===== config.mk =====
export PLATFORM = sky130hd
export DESIGN_NAME = pc_sequencer
export DESIGN_NICKNAME = d
export VERILOG_FILES = /design/src/rtl/pc_pkg.sv /design/src/rtl/pc_target_calc.sv /design/src/rtl/pc_sequencer.sv
export SDC_FILE = /design/constraint.sdc
export NUM_CORES = 1
export LEC_CHECK = 0
export BUFFER_PORTS_ARGS = -buffer_cell sky130_fd_sc_hd__buf_4
export CAP_MARGIN = 0
export CORE_MARGIN = 10
export CORE_UTILIZATION = 50
export DETAILED_ROUTE_END_ITERATION = 7
export GPL_TIMING_DRIVEN = 0
export PLACE_DENSITY_LB_ADDON = 0.2
export SETUP_SLACK_MARGIN = 0.4
export SKIP_LAST_GASP = 1
export SLEW_MARGIN = 20
export SYNTH_ARGS = -nofsm -noshare
export SYNTH_HDL_FRONTEND = slang
export SYNTH_HIERARCHICAL = 1
export SYNTH_SLANG_ARGS = --single-unit

===== constraint.sdc =====
create_clock -name clk -period 5.3 [get_ports clk]
set_input_delay 0.53 -clock clk [delete_from_list [all_inputs] [get_ports clk]]
set_output_delay 0.53 -clock clk [all_outputs]
set_load 0.05 [all_outputs]

===== src/rtl/pc_pkg.sv =====
// rtl/pc_pkg.sv - shared encodings and constants for the next-PC sequencer
package pc_pkg;

    localparam logic [1:0] SEL_SEQ    = 2'd0;
    localparam logic [1:0] SEL_BRANCH = 2'd1;
    localparam logic [1:0] SEL_J      = 2'd2;
    localparam logic [1:0] SEL_JR     = 2'd3;

    typedef enum logic [1:0] {
        ST_RUN  = 2'd0,
        ST_PEND = 2'd1,
        ST_HALT = 2'd2
    } state_t;

    localparam int INSTR_STEP = 4;

endpackage


===== src/rtl/pc_target_calc.sv =====
// rtl/pc_target_calc.sv - combinational BRANCH/J/JR target and effective-redirect flag
module pc_target_calc
    import pc_pkg::*;
#(
    parameter int PC_W = 32
) (
    input  logic            i_redir_valid,
    input  logic [1:0]      i_redir_sel,
    input  logic            i_cond_taken,
    input  logic [31:0]     i_instr,
    input  logic [PC_W-1:0] i_dec_pc4,
    input  logic [PC_W-1:0] i_reg_a,
    output logic [PC_W-1:0] o_target,
    output logic            o_redir_eff
);

    logic signed [31:0] w_boff32;
    logic [PC_W-1:0]    w_boff;
    logic [PC_W-1:0]    w_branch;
    logic [PC_W-1:0]    w_jump;
    logic [PC_W-1:0]    w_jr;
    logic [27:0]        w_j28;
    logic               w_unused;

    assign w_boff32 = {{14{i_instr[15]}}, i_instr[15:0], 2'b00};
    assign w_boff   = PC_W'(w_boff32);
    assign w_branch = i_dec_pc4 + w_boff;
    assign w_j28    = {i_instr[25:0], 2'b00};
    assign w_jr     = {i_reg_a[PC_W-1:2], 2'b00};
    assign w_unused = &{1'b0, i_instr[31:26], i_reg_a[1:0]};

    // J keeps the region bits of PC+4 only when the PC is wider than the 28-bit field
    generate
        if (PC_W > 28) begin : g_j_wide
            assign w_jump = {i_dec_pc4[PC_W-1:28], w_j28};
        end else begin : g_j_narrow
            assign w_jump = w_j28[PC_W-1:0];
        end
    endgenerate

    always_comb begin
        o_target = w_branch;
        case (i_redir_sel)
            SEL_J:   o_target = w_jump;
            SEL_JR:  o_target = w_jr;
            default: o_target = w_branch;
        endcase
    end

    assign o_redir_eff = i_redir_valid &&
                         ((i_redir_sel == SEL_J) || (i_redir_sel == SEL_JR) ||
                          ((i_redir_sel == SEL_BRANCH) && i_cond_taken));

endmodule


===== src/rtl/pc_sequencer.sv =====
// rtl/pc_sequencer.sv - registered next-PC unit with stall-buffered redirect and halt control
// Optional redirect counter output redir_cnt enabled by PC_REDIR_CNT_EN.
module pc_sequencer
    import pc_pkg::*;
#(
    parameter int              PC_W     = 32,
    parameter int              IMEM_AW  = 12,
    parameter logic [PC_W-1:0] RESET_PC = '0
) (
    input  logic               clk,
    input  logic               rst_n,
    input  logic               stall,
    input  logic               redir_valid,
    input  logic [1:0]         redir_sel,
    input  logic               cond_taken,
    input  logic [31:0]        instr,
    input  logic [PC_W-1:0]    dec_pc4,
    input  logic [PC_W-1:0]    reg_a,
    input  logic               flush_valid,
    input  logic [PC_W-1:0]    flush_pc,
    input  logic               halt,
    input  logic               resume,
    output logic [PC_W-1:0]    pc,
    output logic [IMEM_AW-1:0] imem_addr,
    output logic               redirected,
    output logic               halted
`ifdef PC_REDIR_CNT_EN
    ,
    output logic [31:0]        redir_cnt
`endif
);

    state_t          r_state;
    logic [PC_W-1:0] r_pc;
    logic [PC_W-1:0] r_pend_pc;
    logic            r_pend_valid;
    logic            r_redirected;
    logic            r_halted;
    logic [PC_W-1:0] w_target;
    logic            w_redir_eff;

    pc_target_calc #(.PC_W(PC_W)) u_target (
        .i_redir_valid (redir_valid),
        .i_redir_sel   (redir_sel),
        .i_cond_taken  (cond_taken),
        .i_instr       (instr),
        .i_dec_pc4     (dec_pc4),
        .i_reg_a       (reg_a),
        .o_target      (w_target),
        .o_redir_eff   (w_redir_eff)
    );

    always_ff @(posedge clk or negedge rst_n) begin
        if (!rst_n) begin
            r_state      <= ST_RUN;
            r_pc         <= RESET_PC;
            r_pend_pc    <= '0;
            r_pend_valid <= 1'b0;
            r_redirected <= 1'b0;
            r_halted     <= 1'b0;
        end else begin
            r_redirected <= 1'b0;
            case (r_state)
                ST_RUN: begin
                    if (flush_valid) begin
                        r_pc         <= flush_pc;
                        r_redirected <= 1'b1;
                    end else if (halt) begin
                        r_state  <= ST_HALT;
                        r_halted <= 1'b1;
                    end else if (w_redir_eff && !stall) begin
                        r_pc         <= w_target;
                        r_redirected <= 1'b1;
                    end else if (w_redir_eff) begin
                        r_pend_pc    <= w_target;
                        r_pend_valid <= 1'b1;
                        r_state      <= ST_PEND;
                    end else if (!stall) begin
                        r_pc <= r_pc + PC_W'(INSTR_STEP);
                    end
                end
                ST_PEND: begin
                    // decode is frozen here, so any new redirect request is ignored
                    if (flush_valid) begin
                        r_pc         <= flush_pc;
                        r_redirected <= 1'b1;
                        r_pend_valid <= 1'b0;
                        r_state      <= ST_RUN;
                    end else if (halt) begin
                        r_state  <= ST_HALT;
                        r_halted <= 1'b1;
                    end else if (!stall) begin
                        r_pc         <= r_pend_pc;
                        r_redirected <= 1'b1;
                        r_pend_valid <= 1'b0;
                        r_state      <= ST_RUN;
                    end
                end
                ST_HALT: begin
                    if (flush_valid) begin
                        r_pc         <= flush_pc;
                        r_redirected <= 1'b1;
                        r_pend_valid <= 1'b0;
                    end else if (!halt && resume) begin
                        r_state  <= r_pend_valid ? ST_PEND : ST_RUN;
                        r_halted <= 1'b0;
                    end
                end
                default: begin
                    r_state  <= ST_RUN;
                    r_halted <= 1'b0;
                end
            endcase
        end
    end

`ifdef PC_REDIR_CNT_EN
    logic [31:0] r_redir_cnt;

    always_ff @(posedge clk or negedge rst_n) begin
        if (!rst_n) begin
            r_redir_cnt <= '0;
        end else if (r_redirected && (r_redir_cnt != 32'hFFFF_FFFF)) begin
            r_redir_cnt <= r_redir_cnt + 32'd1;
        end
    end

    assign redir_cnt = r_redir_cnt;
`endif

    assign pc         = r_pc;
    assign imem_addr  = r_pc[IMEM_AW-1:0];
    assign redirected = r_redirected;
    assign halted     = r_halted;

endmodule


==> impl_metrics.py, run 1 <==
metrics = {
    "min_path": {
        "hold_class": "in -> async",
    },
    "yosys": {
        "synth-seq-area-share_pct": 26.2,
        "yosys.cell_types.count": 79,
        "ys_seq_elements": 69,
        "syn_inst": 777,
        "synth_edf_count": 0,
        "syn_avg_cell_area_um2": 8.47,
        "netlist_area_mm2": 0.00658,
        "synthesis.nets": 950,
        "synthArstFlopShare_pct": 100,
        "ys.flop_type": "dfrtp_1",
        "yosysWarnings": 6,
    },
    "routing": {
        "vias": 7060,
        "wire_per_inst_um": 20.0,
        "antenna_left": 0,
        "dr.pass1.iters": 6,
        "postRouteWirelength_mm": 22.8,
        "via_per_inst": 6.20,
        "remaining_drc_errors": 0,
        "first_iter_violations": 626,
    },
    "final_layout": {
        "final_nets": 1134,
        "fillers": 1116,
        "syn_to_final_growth_pct": 28.2,
        "layout_common_cells": "185 x buf_4, 69 x dfrtp_1, 65 x nand2_1",
        "diodes": 0,
        "final_layout_size_suffix_gt1_share_pct": 29.2,
        "utilization_pct": 66.0,
        "final_common_cell": "buf_4",
        "fin_area_mm2": 0.00843,
        "stdcell_count": 1138,
    },
    "cts": {
        "cts_tree": "yes",
        "cts_buffers": 9,
        "clk_pin_slew_ns": 0.05,
        "htreeDepth": 3,
        "clock-sinks": 69,
        "clockRootBuffer": "clkbuf_16",
        "clk_latency_ns": 0.34,
        "hold_buffers": 0,
        "clock_path_buffers": 2,
        "cts_setup_buffers": 0,
        "cts_resized": 0,
    },
    "floorplanning": {
        "die_x_um": 135,
        "die_area_mm2": 0.0181,
        "ios": 184,
        "die_h_um": 135,
        "initial_core_util_pct": 51.5,
        "fp-row-count": 41,
        "core_area_mm2": 0.0128,
    },
    "power": {
        "p_per_area_mw_per_mm2": 480,
        "ir_drop_v": 0.000215,
        "leakage_nw": 3.79,
        "p_seq_share_pct": 25.2,
        "p_int_w": 0.00212,
        "netSwitchingFraction_pct": 47.7,
        "clock_power_share_pct": 17.0,
        "p_switching_w": 0.00193,
        "p_comb_share_pct": 57.8,
    },
    "place": {
        "place_area_mm2": 0.00809,
        "pre_cts_slack_ns": 0.952,
        "port_buffers": 173,
        "place_hpwl_mm": 18.0,
        "globalplace.congestion": 0.977,
        "dp.cells": 1122,
    },
    "worst_setup_path": {
        "r2r_start": "r_state[0]$_DFFE_PN0P_",
        "critPathKind": "in -> reg",
        "cp_max_fo": 10,
        "endpoint_kind": "flip-flop",
        "reg2reg_depth": 7,
        "r2r_setup_slack_ns": 2.56,
        "critPathLaunchType": "input pin",
        "rr_endpoint": "r_pend_pc[30]$_DFFE_PN0P_",
        "worstPathRequired_ns": 5.52,
        "critPathArrivalTime_ns": 4.33,
    },
    "sta": {
        "min_period_ns": 4.11,
        "tightestPinTransition_ns": 1.03,
        "finalMaxSlewViolations": 0,
        "skew_ns": 0.00610,
        "hold_viol": 0,
        "rsz0062_at_grt": "no",
        "tns_ns": 0,
        "setup_viol": 0,
        "fin_crit_sh_pct": 77.5,
        "fmax_ghz": 0.244,
        "layout_setup_ws_ns": 1.19,
        "slew_headroom_pct": 31.6,
    },
    "global_route": {
        "grt_pass1_wl_mm": 35.7,
        "antenna_found_initial": 0,
        "gr-total-overflow": 0,
        "first_global_vias": 6944,
        "grt_usage_pct": 24.2,
        "grt_max_degree": 70,
    },
    "status": {
        "status": "completed",
    },
    "run": {
        "drv_cap": 0,
    },
}
==> power by group through the flow <==
stage                     Combinational, W  Clock [W]  Sequential (W)
after floorplan                    0.00128          0         0.00134
after global placement             0.00229          0         0.00100
after detailed placement           0.00231          0         0.00102
after CTS                          0.00233   0.000688         0.00101
after global routing               0.00250   0.000716         0.00105
final                              0.00234   0.000688         0.00102
==> layout make-up <==
type | instances | area [µm²] | area share, %
multi-input cells | 625 | 4480 | 53.1
inverters | 18 | 67.6 | 0.801
well taps | 172 | 215 | 2.55
flip-flops and latches | 69 | 1730 | 20.5
repair buffers | 173 | 1300 | 15.4
clock buffers | 9 | 225 | 2.67
plain buffers | 65 | 308 | 3.65
clock inverters | 7 | 114 | 1.35
==> per-stage QoR <==
stage                     hold slack (ns)  power, W
after floorplan                     0.234   0.00262
after global placement              0.490   0.00330
after detailed placement            0.497   0.00333
after CTS                           0.346   0.00402
after global routing                0.385   0.00427
final                               0.312   0.00405
==> kinds of logic after synthesis <==
logic type	count (synthesis)	synth area share (%)
buffers and inverters	83	5.71
flip-flops	69	26.2
adder cells (fa/ha/maj)	35	6.77
AO/OA/AOI/OAI	264	28.0
XOR/XNOR	36	4.79
AND/OR/NAND/NOR	226	17.9
multiplexers	64	10.7
==> per-layer routing <==
metal	vias up	wire [µm]	global-route usage (%)
li1	3341	-	-
met1	3317	9040	29.9
met2	358	11000	40.7
met3	44	2170	4.93
met4	0	581	8.83
met5	-	0	0
==> critical path: stages <==
cell	delay, ns
buf_4	0.09
clkbuf_1	0.51
buf_1	0.83
a21oi_1	0.14
nor2b_1	0.37
nand2_1	0.13
nor3_1	0.63
clkbuf_1	0.69
mux2_2	0.41
==> state kept, by name, indices dropped and copies added (netlist names) <==
name	count
halted	1
r_pend_valid	1
redirected	1
r_pend_pc	32
pc	32
r_state	2
==> synthesized netlist by cell type, drive strengths merged, types with 3 or more instances <==
cell	instances	area, µm²
a211o	6	52.6
a211oi	3	22.5
a21boi	3	22.5
a21o	8	60.1
a21oi	64	350
a221o	7	70.1
a221oi	14	129
a222oi	9	90.1
a22oi	10	75.1
a31o	6	52.6
a31oi	12	75.1
a32oi	5	43.8
a41oi	3	26.3
and2	4	25.0
and3	6	37.5
and4	7	62.6
buf	25	155
clkbuf	40	153
dfrtp	69	1730
ha	34	425
inv	18	67.6
mux2	48	541
mux2i	16	160
nand2	66	255
nand2b	12	75.1
nand3	25	125
nand4	16	121
nor2	47	176
nor2b	9	56.3
nor3	13	65.1
nor4	9	86.3
o2111ai	3	26.3
o211a	3	30.0
o211ai	16	125
o21ai	56	284
o21bai	5	37.5
o221ai	4	35.0
o22a	4	35.0
o22ai	4	25.0
o31a	3	26.3
or3	4	25.0
xnor2	15	131
xor2	21	184
==> worst max path at each step <==
stage	from	endpoint	cells past startpoint
2_1_floorplan	instr[0]	pc[22]$_DFFE_PN0P_	12
3_3_place_gp	redir_sel[0]	pc[23]$_DFFE_PN0P_	10
3_5_place_dp	redir_sel[0]	r_pend_pc[30]$_DFFE_PN0P_	9
4_1_cts	redir_sel[0]	r_pend_pc[30]$_DFFE_PN0P_	9
5_1_grt	redir_sel[0]	pc[23]$_DFFE_PN0P_	10
6_report	redir_sel[0]	r_pend_pc[30]$_DFFE_PN0P_	9
Power figures use the tool's default switching activity.
==> run 2, diff against run 1 <==
Clock period 5.3 ns to 3.92 ns, I/O delays scaled along.
==> impl_metrics.py, run 2 (synthesis results as in run 1) <==
metrics = {
    "worst_setup_path": {
        "slowest_delay_ns": 0.55,
        "r2r_start": "r_state[0]$_DFFE_PN0P_",
        "worstPathRequired_ns": 4.14,
        "critPathArrivalTime_ns": 3.57,
        "endpoint_kind": "flip-flop",
        "rr_endpoint": "pc[12]$_DFFE_PN0P_",
        "slowest_stage": "a2111oi_0",
        "r2r_setup_slack_ns": 1.21,
        "crit_path_end": "pc[12]$_DFFE_PN0P_",
        "cp_max_fo": 2,
        "critPathKind": "in -> reg",
        "critPathLaunchType": "input pin",
        "startpoint": "instr[0]",
        "cp_cell_sequence": "buf_4 > ha_1 > fa_1 > a21o_1 > a31o_2 > a2111oi_0 > o41ai_1 > xor2_1 > nand2_1 > o21ai_0 > a222oi_1 > o31a_1 > o22ai_1",
        "reg2reg_depth": 9,
    },
    "cts": {
        "htreeDepth": 3,
        "clock_path_buffers": 2,
        "cts_tree": "yes",
        "clk_latency_ns": 0.34,
        "cts_setup_buffers": 0,
        "clock-sinks": 69,
        "cts_buffers": 9,
        "clk_pin_slew_ns": 0.06,
        "clockRootBuffer": "clkbuf_16",
        "hold_buffers": 0,
    },
    "sta": {
        "setup_viol": 0,
        "skew_ns": 0.00566,
        "min_period_ns": 3.35,
        "holdWs_ns": 0.179,
        "fin_crit_sh_pct": 85.5,
        "hold_viol": 0,
        "rsz0062_at_grt": "no",
        "slew_headroom_pct": 40.8,
        "fmax_ghz": 0.298,
        "finalMaxSlewViolations": 0,
        "tightestPinTransition_ns": 0.888,
    },
    "routing": {
        "via_per_inst": 6.16,
        "vias": 7015,
        "wire_per_inst_um": 20.0,
        "antenna_left": 0,
        "first_iter_violations": 632,
        "dr.pass1.iters": 7,
        "remaining_drc_errors": 0,
        "postRouteWirelength_mm": 22.7,
    },
    "power": {
        "p_total_w": 0.00546,
        "leakage_nw": 3.80,
        "p_per_area_mw_per_mm2": 647,
        "ir_drop_v": 0.000290,
    },
    "status": {
        "status": "completed",
    },
    "global_route": {
        "grt_usage_pct": 24.2,
        "gr-total-overflow": 0,
        "grt_pass1_wl_mm": 35.7,
        "grt_max_degree": 70,
        "antenna_found_initial": 0,
        "first_global_vias": 6944,
    },
    "floorplanning": {
        "initial_core_util_pct": 51.5,
        "die_area_mm2": 0.0181,
        "die_h_um": 135,
        "die_x_um": 135,
        "fp-row-count": 41,
        "ios": 184,
        "core_area_mm2": 0.0128,
    },
    "run": {
        "drv_cap": 0,
    },
    "final_layout": {
        "diodes": 0,
        "syn_to_final_growth_pct": 28.3,
        "fin_area_mm2": 0.00844,
        "final_common_cell": "buf_4",
        "layout_common_cells": "185 x buf_4, 69 x dfrtp_1, 65 x nand2_1",
        "final_nets": 1134,
        "final_layout_size_suffix_gt1_share_pct": 29.6,
    },
    "place": {
        "globalplace.congestion": 0.977,
        "place_area_mm2": 0.00809,
        "port_buffers": 173,
        "place_hpwl_mm": 18.0,
    },
    "min_path": {
        "hold_class": "in -> async",
    },
}
## run 2: routing by layer
metal | routed length, µm | global-route usage (%)
met1 | 9190 | 29.9
met2 | 10900 | 40.7
met3 | 2030 | 4.93
met4 | 586 | 8.83
met5 | 0 | 0
## run 2: through the flow
stage / TNS [ns] / std cells / util, % / worst slack, ns
2_1_floorplan: 0 / 777 / - / 0.964
4_1_cts: 0 / 1138 / 66.1 / 0.577
3_5_place_dp: -7.44 / 1122 / 63.4 / -0.290
6_report: 0 / 1138 / 66.1 / 0.569
3_3_place_gp: -3.96 / 1122 / 63.4 / -0.228
5_1_grt: 0 / 1138 / 66.1 / 0.423
## run 2: worst min-delay path by stage
stage                              start                   endpoint  depth (start not counted)
2_1_floorplan                      rst_n         halted$_DFFE_PN0P_                          0
4_1_cts                            rst_n   r_pend_pc[2]$_DFFE_PN0P_                          1
5_1_grt                            rst_n          pc[3]$_DFFE_PN0P_                          1
6_report                           rst_n   r_pend_pc[2]$_DFFE_PN0P_                          1
3_5_place_dp    r_pend_pc[4]$_DFFE_PN0P_   r_pend_pc[4]$_DFFE_PN0P_                          1
3_3_place_gp   r_pend_pc[21]$_DFFE_PN0P_  r_pend_pc[21]$_DFFE_PN0P_                          1
## run 2: timing repair
item / in CTS / in global routing
pin swaps: 0 / 0
setup endpoints to repair: 56 / 7
cloned: 0 / 0
gates resized for setup: 4 / 2
## run 2: critical path: cells and delay by family
family,cells,cell delay (ns)
compound gates,8,2.19
fa+ha+maj,2,0.64
xor+xnor,1,0.16
buf+inv,1,0.12
simple gates,1,0.08
## run 2: cell type report
cell class                      instances  area (µm²)
Clock buffer                            9         225
Multi-Input combinational cell        625        4480
Timing Repair Buffer                  173        1300
Sequential cell                        69        1730
Fill cell                            1113        4330
Clock inverter                          7         114
Buffer                                 65         319
Inverter                               18        67.6
Tap cell                              172         215
## run 2: power by group
| part | switching, W | internal (W) | total (W) |
|---|---|---|---|
| Combinational | 0.00196 | 0.00120 | 0.00316 |
| Sequential | 0.000334 | 0.00104 | 0.00138 |
| Clock | 0.000307 | 0.000618 | 0.000925 |
| Total | 0.00260 | 0.00286 | 0.00546 |
==> run 3, diff against run 2 <==
Settings changed: RECOVER_POWER set to 50.
==> impl_metrics.py, run 3 (synthesis results as in run 1) <==
metrics = {
    "status": {
        "status": "complete, but fails checks",
        "violations": "max-capacitance violations, max-slew violations",
    },
    "floorplanning": {
        "core_area_mm2": 0.0128,
        "initial_core_util_pct": 51.5,
        "fp-row-count": 41,
        "die_x_um": 135,
        "ios": 184,
        "die_h_um": 135,
        "die_area_mm2": 0.0181,
    },
    "sta": {
        "min_period_ns": 3.32,
        "tightestPinTransition_ns": 1.73,
        "slew_headroom_pct": -15.2,
        "layout_setup_ws_ns": 0.601,
        "finalMaxSlewViolations": 70,
        "setup_viol": 0,
        "fmax_ghz": 0.301,
        "skew_ns": 0.00559,
        "rsz0062_at_grt": "no",
        "fin_crit_sh_pct": 84.7,
        "hold_viol": 0,
    },
    "worst_setup_path": {
        "rr_endpoint": "pc[12]$_DFFE_PN0P_",
        "critPathArrivalTime_ns": 3.54,
        "worstSetupPathDepth": 10,
        "critPathLaunchType": "input pin",
        "startpoint": "redir_sel[0]",
        "r2r_setup_slack_ns": 1.22,
        "endpoint_kind": "flip-flop",
        "cp_cell_sequence": "buf_4 > clkbuf_2 > clkdlybuf4s15_2 > a21oi_1 > nor2b_1 > a31oi_1 > o221ai_1 > clkbuf_1 > o21ai_0 > a211o_1",
        "path_delay_family": "buffers and inverters",
        "reg2reg_depth": 9,
        "slowest_stage": "o221ai_1",
        "worstPathBufferInverterCount": 4,
        "worstPathRequired_ns": 4.14,
        "cp_max_fo": 10,
        "r2r_start": "r_state[0]$_DFFE_PN0P_",
        "crit_path_end": "pc[22]$_DFFE_PN0P_",
        "critPathKind": "in -> reg",
        "slowest_delay_ns": 0.58,
    },
    "global_route": {
        "gr-total-overflow": 0,
        "first_global_vias": 6944,
        "grt_max_degree": 70,
        "grt_usage_pct": 24.2,
        "grt_pass1_wl_mm": 35.7,
        "antenna_found_initial": 0,
    },
    "cts": {
        "cts_setup_buffers": 0,
        "clock-sinks": 69,
        "cts_buffers": 9,
        "htreeDepth": 3,
        "clock_path_buffers": 2,
        "clk_latency_ns": 0.34,
        "clk_pin_slew_ns": 0.05,
        "clockRootBuffer": "clkbuf_16",
        "cts_tree": "yes",
        "hold_buffers": 0,
    },
    "routing": {
        "antenna_left": 0,
        "dr.pass1.iters": 7,
        "remaining_drc_errors": 0,
        "first_iter_violations": 642,
        "postRouteWirelength_mm": 22.8,
        "vias": 7010,
        "via_per_inst": 6.16,
        "wire_per_inst_um": 20.0,
    },
    "place": {
        "place_hpwl_mm": 18.0,
        "place_area_mm2": 0.00809,
        "dp.cells": 1122,
        "pre_cts_slack_ns": -0.290,
        "port_buffers": 173,
        "globalplace.congestion": 0.977,
    },
    "final_layout": {
        "final_common_cell": "buf_4",
        "syn_to_final_growth_pct": 27.0,
        "final_layout_size_suffix_gt1_share_pct": 27.2,
        "stdcell_count": 1138,
        "layout_common_cells": "161 x buf_4, 69 x dfrtp_1, 65 x nand2_1",
        "diodes": 0,
        "fin_area_mm2": 0.00835,
        "final_nets": 1134,
    },
    "min_path": {
        "worstHoldStart": "halt",
        "hold_class": "in -> reg",
    },
    "power": {
        "ir_drop_v": 0.000291,
        "p_int_w": 0.00278,
        "p_comb_share_pct": 57.2,
        "p_per_area_mw_per_mm2": 644,
        "p_switching_w": 0.00260,
        "netSwitchingFraction_pct": 48.4,
        "p_seq_share_pct": 25.6,
        "leakage_nw": 3.71,
        "clock_power_share_pct": 17.2,
    },
    "run": {
        "drv_cap": 1,
    },
}
## run 3: cell types whose count changed in the layout (fill, tap and decap cells not counted)
cell	before	now
clkbuf_1	35	58
clkbuf_2	5	6
buf_4	185	161
## run 3: tightest hold or removal path: stages
cell and delay (ns):
buf_4 0.12, a21oi_1 0.05, nor2_1 0.09
## run 3: final cells by class
type | instances | area [µm²]
tap | 172 | 215
sequential | 69 | 1730
fill | 1134 | 4420
inverter | 18 | 67.6
buffer | 65 | 319
timing repair buffer | 173 | 1210
clock inverter | 7 | 114
multi-input combinational | 625 | 4480
clock buffer | 9 | 225
## run 3: timing repair
| action | in CTS | in global routing |
|---|---|---|
| cloned | 0 | 0 |
| endpoints found under the setup margin | 56 | 7 |
| gates resized for setup | 4 | 2 |
## run 3: power by group through the flow
| stage | logic, W | clock network (W) | registers, W |
|---|---|---|---|
| 5_1_grt | 0.00330 | 0.000968 | 0.00142 |
| 2_1_floorplan | 0.00173 | 0 | 0.00181 |
| 4_1_cts | 0.00314 | 0.000931 | 0.00137 |
| 6_report | 0.00308 | 0.000926 | 0.00138 |
| 3_3_place_gp | 0.00310 | 0 | 0.00136 |
| 3_5_place_dp | 0.00312 | 0 | 0.00137 |
## run 3: how the worst min path moves through the flow
stage	endpoint	slack [ns]	cells after the start
detailed placement	r_pend_pc[4]$_DFFE_PN0P_	0.50	1
global placement	r_pend_pc[21]$_DFFE_PN0P_	0.49	1
finish	halted$_DFFE_PN0P_	0.36	3
CTS	r_pend_pc[2]$_DFFE_PN0P_	0.21	1
global route	halted$_DFFE_PN0P_	0.36	3
floorplan	halted$_DFFE_PN0P_	0.1	0
## run 3: per-stage QoR
step	total power [W]	hold slack, ns	utilization, %	setup TNS [ns]
after floorplan	0.00354	0.0964	-	0
after global placement	0.00446	0.490	63.4	-3.96
after detailed placement	0.00450	0.497	63.4	-7.44
after CTS	0.00544	0.208	66.1	0
after global routing	0.00568	0.358	65.4	0
final	0.00538	0.355	65.4	0
## run 3: layer usage
metal  vias to the layer above  part of all wire (%)  global-route usage, %
met5                         -                     0                      0
li1                       3348                     -                      -
met3                        43                   9.7                   4.93
met1                      3266                    40                   29.9
met4                         0                   2.5                   8.83
met2                       353                    48                   40.7
